===== src/rtl/sq_opn_pkg.sv =====
// Shared widths, defaults and sequencer state encoding for the operator
// output accumulator.
package sq_opn_pkg;
    localparam int SLOT_W     = 13;
    localparam int SAMPLE_W   = 16;
    localparam int ACC_W      = 18;
    localparam int CNT_W      = 5;
    localparam int NSLOTS_DEF = 24;

    typedef enum logic [1:0] {
        SYNC = 2'd0,
        RUN  = 2'd1,
        EMIT = 2'd2
    } seq_state_t;
endpackage


===== src/rtl/sq_sat.sv =====
// Combinational left shift by SHIFT followed by saturation to a signed
// OUT_W-bit result; sat flags that clamping took place.
module sq_sat #(
    parameter int IN_W  = 18,
    parameter int SHIFT = 2,
    parameter int OUT_W = 16
) (
    input  logic signed [IN_W-1:0]  din,
    output logic signed [OUT_W-1:0] dout,
    output logic                    sat
);
    // Headroom of 5 bits covers every shift up to 4 without wrap.
    localparam int EXT_W = IN_W + 5;
    localparam logic signed [EXT_W-1:0] MAXV =
        {{(EXT_W-OUT_W+1){1'b0}}, {(OUT_W-1){1'b1}}};
    localparam logic signed [EXT_W-1:0] MINV =
        {{(EXT_W-OUT_W+1){1'b1}}, {(OUT_W-1){1'b0}}};

    function automatic logic [OUT_W:0] shift_sat(input logic signed [IN_W-1:0] x);
        logic signed [EXT_W-1:0] wide;
        wide = EXT_W'(x) <<< SHIFT;
        if (wide > MAXV) begin
            shift_sat = {1'b1, MAXV[OUT_W-1:0]};
        end else if (wide < MINV) begin
            shift_sat = {1'b1, MINV[OUT_W-1:0]};
        end else begin
            shift_sat = {1'b0, wide[OUT_W-1:0]};
        end
    endfunction

    logic [OUT_W:0] res;

    always_comb begin
        res  = shift_sat(din);
        dout = res[OUT_W-1:0];
        sat  = res[OUT_W];
    end
endmodule


===== src/rtl/sq_opn_acc.sv =====
// Frame accumulator: sums carrier slot samples over NSLOTS slots, then emits
// one gain-shifted, saturated output sample a cycle after the last slot.
module sq_opn_acc
    import sq_opn_pkg::*;
#(
    parameter int NSLOTS = NSLOTS_DEF,
    parameter int GAIN   = 2
) (
    input  logic                       clk,
    input  logic                       reset,
    input  logic signed [SLOT_W-1:0]   linear,
    input  logic                       lin_valid,
    input  logic                       carrier,
    input  logic                       frame_sync,
    input  logic                       clear_clip,
    output logic signed [SAMPLE_W-1:0] sample,
    output logic                       sample_valid,
    output logic                       clip,
    output logic [CNT_W-1:0]           slot_cnt
);
    localparam logic [CNT_W-1:0] LAST_SLOT = CNT_W'(NSLOTS - 1);

    seq_state_t                 state_q, state_d;
    logic signed [ACC_W-1:0]    acc_q, acc_d;
    logic signed [ACC_W-1:0]    sum_q, sum_d;
    logic [CNT_W-1:0]           cnt_q, cnt_d;
    logic signed [SAMPLE_W-1:0] sample_q, sample_d;
    logic                       svld_q, svld_d;
    logic                       clip_q, clip_d;

    logic signed [ACC_W-1:0]    contrib;
    logic signed [SAMPLE_W-1:0] sat_val;
    logic                       sat_hit;
    logic                       emit;

    sq_sat #(
        .IN_W  (ACC_W),
        .SHIFT (GAIN),
        .OUT_W (SAMPLE_W)
    ) u_sat (
        .din  (sum_q),
        .dout (sat_val),
        .sat  (sat_hit)
    );

    always_comb begin
        state_d  = state_q;
        acc_d    = acc_q;
        sum_d    = sum_q;
        cnt_d    = cnt_q;
        sample_d = sample_q;
        svld_d   = 1'b0;
        contrib  = carrier ? ACC_W'(linear) : '0;
        emit     = (state_q == EMIT);

        // Completed frame sum from the previous edge goes out now.
        if (emit) begin
            sample_d = sat_val;
            svld_d   = 1'b1;
            state_d  = RUN;
        end
        clip_d = (clip_q & ~clear_clip) | (emit & sat_hit);

        // Sync discards the partial frame and wins over a last-slot completion.
        if (frame_sync) begin
            state_d = RUN;
            if (lin_valid) begin
                acc_d = contrib;
                cnt_d = CNT_W'(1);
            end else begin
                acc_d = '0;
                cnt_d = '0;
            end
        end else if (lin_valid) begin
            if (cnt_q == LAST_SLOT) begin
                sum_d   = acc_q + contrib;
                acc_d   = '0;
                cnt_d   = '0;
                state_d = EMIT;
            end else begin
                acc_d   = acc_q + contrib;
                cnt_d   = cnt_q + CNT_W'(1);
                state_d = RUN;
            end
        end
    end

    always_ff @(posedge clk) begin
        if (reset) begin
            state_q  <= SYNC;
            acc_q    <= '0;
            cnt_q    <= '0;
            sample_q <= '0;
            svld_q   <= 1'b0;
            clip_q   <= 1'b0;
        end else begin
            state_q  <= state_d;
            acc_q    <= acc_d;
            cnt_q    <= cnt_d;
            sample_q <= sample_d;
            svld_q   <= svld_d;
            clip_q   <= clip_d;
        end
        sum_q <= sum_d;
    end

    assign sample       = sample_q;
    assign sample_valid = svld_q;
    assign clip         = clip_q;
    assign slot_cnt     = cnt_q;
endmodule


===== config.mk =====
export PLATFORM = sky130hd
export DESIGN_NAME = sq_opn_acc
export DESIGN_NICKNAME = d
export VERILOG_FILES = /design/src/rtl/sq_opn_pkg.sv /design/src/rtl/sq_sat.sv /design/src/rtl/sq_opn_acc.sv
export SDC_FILE = /design/constraint.sdc
export NUM_CORES = 1
export LEC_CHECK = 0
export CAP_MARGIN = 5
export CORE_MARGIN = 2
export CORE_UTILIZATION = 35
export DETAILED_ROUTE_END_ITERATION = 8
export GPL_TIMING_DRIVEN = 1
export SETUP_SLACK_MARGIN = 0.05
export SLEW_MARGIN = 10
export SYNTH_ARGS = -nofsm -noshare
export SYNTH_HDL_FRONTEND = slang
export SYNTH_SLANG_ARGS = --single-unit

===== constraint.sdc =====
create_clock -name clk -period 3.4 [get_ports clk]
set_clock_uncertainty 0.15 [all_clocks]
set_input_delay 0.68 -clock clk [delete_from_list [all_inputs] [get_ports clk]]
set_output_delay 0.68 -clock clk [all_outputs]
set_load 0.05 [all_outputs]

==> out/qor.csv <==
stage;metric;value;unit
place;DP Wirelength;7850;um
synthesis;Adder-Cell Fraction of Synth Area;0.0537;
critical_path;critical path buffer and inverter count;2;
cells_and_area;Post-Layout Cell Count;675;
floorplanning;core area;10300;sq um
detailed_routing;routed vias;3644;
detailed_routing;drc violations;0;
place;Setup WS pre-CTS;-0.159;ns
sta;final setup fails;0;
cells_and_area;synthesis-to-layout area growth;30.1;%
power;pwr/cell area;393;nW/um^2
global_routing;GR Util All Layers;0.185;
cells_and_area;Antenna Diode Count;0;
cells_and_area;area occupied by multi-input gates;2170;sq um
synthesis;Synth Register Bits;60;
critical_path;Worst EP required;3.52;ns
cells_and_area;Final Cell Area;4850;sq um
floorplanning;# rows;37;
floorplanning;# IOs;42;
global_routing;largest net degree at the start of global routing;23;
power;P_leak;1.93;nW
floorplanning;Die X-Extent;107;um
synthesis;synthesized area;3730;sq um
sta;final worst path period need;3.19;ns
place;final weighted congestion in routability-driven placement;0.936;
clocking;clk_lat worst skew;0.34;ns
place;placed cell areas;4620;sq um
sta;Final period util;0.937;
sta;worst-margin pin slew;1.03;ns
critical_path;Critical Path Source Type;primary input;
synthesis;ys flop type;dfxtp_1;
global_routing;GRT overflow;0;
power;VDD IR max;0.282;mV
cells_and_area;Seq. cell area;1380;sq um
synthesis;Synth top area share;0.226;
synthesis;Synth Area in XOR/XNOR;0.0447;
place;placed insts;659;
clocking;H-tree depth;3;
detailed_routing;final WL;10200;um
place;port bufs;41;
global_routing;vias in the first global route;3506;
power;Tot Pwr;1.90;mW
cells_and_area;Filler Cell Count;1026;
critical_path;crit path DAT;3.31;ns
clocking;CTS Root Cell;clkbuf_8;
cells_and_area;fraction of layout cells with a size suffix above 1;0.163;
global_routing;first-pass GRT wire length;16900;um
synthesis;synthesized area per cell;8.24;sq um
synthesis;FFs w/ async S/R, synth;0;
synthesis;Seq/Total Area, Yosys;0.371;
critical_path;crit path cell chain;clkdlybuf4s50_1, buf_4, nand2_1, xnor2_1, ha_1, a31oi_1, o32ai_2, a21oi_2, or4_4, a211o_1, o211ai_2;
cells_and_area;Finished Core Util;0.469;
detailed_routing;post-route ant nets;0;
flow_run;Max-Cap Viols;0;
synthesis;fraction of synthesized area in multiplexers;0.00839;
synthesis;largest family of logic cells by synthesized area;compound AO/OA/AOI/OAI gates;
critical_path;CP top delay family;compound AO/OA/AOI/OAI gates;
cells_and_area;Net count, final;569;
sta;Final TNS setup;0;ns
critical_path;critical path's largest stage delay;0.56;ns
clocking;TritonCTS Buffers;9;
detailed_routing;DR vias/cell;5.40;
clocking;CTS max path bufs;2;
run_status;status;completed;
global_routing;initial antenna violation count;0;
sta;worst setup slack after layout;0.215;ns
detailed_routing;number of DRC markers in iteration 0;231;
synthesis;Cell variety after synth;66;
clocking;CTS tree;yes;
synthesis;yosys warns;0;
clocking;Post-CTS Setup Inserts;0;
synthesis;cell taking the most area after synthesis;dfxtp_1;
critical_path;Setup Crit Path Kind;primary input to register;
clocking;clk sinks;60;
floorplanning;Initial Utilization;0.361;
critical_path;crit path capture type;register;
critical_path;slowest library cell on the worst path;clkdlybuf4s50_1;
sta;unrepaired setup endpoints after global routing;no;
synthesis;Compound-Gate Fraction of Synth Area;0.255;
sta;Max Slew Vio Count;0;
floorplanning;chip height;107;um
synthesis;top post-synthesis cells by area;dfxtp_1 (23%), edfxtp_1 (15%), a21oi_1 (7.3%);
min_path;min-delay worst type;register to register;
synthesis;syn nets;487;
detailed_routing;DR WL/cell;15.1;um
sta;hold slack;0.301;ns
detailed_routing;router iterations before antenna repair;5;
synthesis;Synth Instances;452;
clocking;Clock transition at path regs;0.07;ns
floorplanning;DIE AREA;11500;sq um
sta;Slew headroom;0.310;
critical_path;Worst Path Max Fanout;7;
synthesis;Post-Synth Simple-Gate Area;0.220;
synthesis;Post-synth EDFFs;18;
sta;final hold viol count;0;
sta;highest clock rate;314;MHz
routing by layer:
metal	share of wire	GRT usage	routed length, um	vias to the layer above
met1	0.49	0.252	5030	1699
li1	-	-	-	1827
met3	0.045	0.0286	457	9
met5	0	0	0	-
met4	0.013	0.0575	128	0
met2	0.45	0.302	4600	109
layout make-up:
| cell class | instances | area share |
|---|---|---|
| Inverter | 13 | 0.0101 |
| Clock inverter | 7 | 0.0207 |
| Sequential cell | 60 | 0.285 |
| Multi-Input combinational cell | 350 | 0.447 |
| Timing Repair Buffer | 100 | 0.176 |
| Tap cell | 136 | 0.0351 |
| Clock buffer | 9 | 0.0256 |
tightest hold or removal path, delay by kind of cell (launching register included):
| family | cells | cell delay [ns] |
|---|---|---|
| flops | 1 | 0.31 |
| compound gates | 1 | 0.05 |
| simple gates | 1 | 0.05 |
cells in the final DEF (no fill, tap or decap), drive strengths merged, types with 3 or more instances in the layout:
cell and instances:
ha 16, xor2 7, nor4 5, a211o 3
a31oi 4, inv 14, edfxtp 18, clkinv 4
clkbuf 9, nand2 52, a22oi 3, nand4 6
nor3 12, buf 59, o21ai 15, or3 4
nor2 41, o21bai 3, dfxtp 42, nand3 14
nand2b 3, clkdlybuf4s50 41, and2 11, o211ai 19
a21oi 55, and3 7, xnor2 12, nor3b 4
a211oi 7, a21o 10
sequential cells by signal, indices dropped and copies added (netlist names):
name	cells
sample	15
sum_q	18
state_q	2
acc_q	18
clip	1
sample_valid	1
slot_cnt	5
cell families after synthesis:
family	count (synthesis)
muxes	3
and+or+nand+nor	169
AOI/OAI and AO/OA	143
DFF	60
buffers and inverters	42
adders and majority gates	16
xor gates and xnor gates	19
cells in the mapped netlist, types with 5 or more instances:
cell / count
a21oi_1: 54
nand2_1: 52
dfxtp_1: 42
nor2_1: 41
clkbuf_1: 19
edfxtp_1: 18
o211ai_1: 17
ha_1: 16
o21ai_0: 15
nand3_1: 14
inv_1: 13
nor3_1: 12
xnor2_1: 12
and2_1: 11
a21o_1: 9
a211oi_1: 7
xor2_1: 7
and3_1: 6
nand4_1: 6
nor4_1: 5
final timing paths:
kind,start,end,slack [ns],depth (start not counted)
max,carrier,acc_q[14]$_SDFFE_PP0P_,0.21,11
min,sample[8]$_SDFFE_PP0P_,sample[8]$_SDFFE_PP0P_,0.30,2
max reg2reg,acc_q[1]$_SDFFE_PP0P_,acc_q[14]$_SDFFE_PP0P_,0.95,8
min reg2reg,sample[8]$_SDFFE_PP0P_,sample[8]$_SDFFE_PP0P_,0.30,2
timing repair:
item | CTS | global route
setup endpoints to repair | 0 | 2
hold buffers | 0 | 0
resized for setup | 0 | 2
power breakdown:
part           leakage [nW]  internal (mW)  switching [mW]
sequential            0.506          0.765          0.0179
clock                 0.114          0.418           0.317
combinational          1.31          0.178           0.210
No activity file was read; power rests on OpenSTA's default activity.
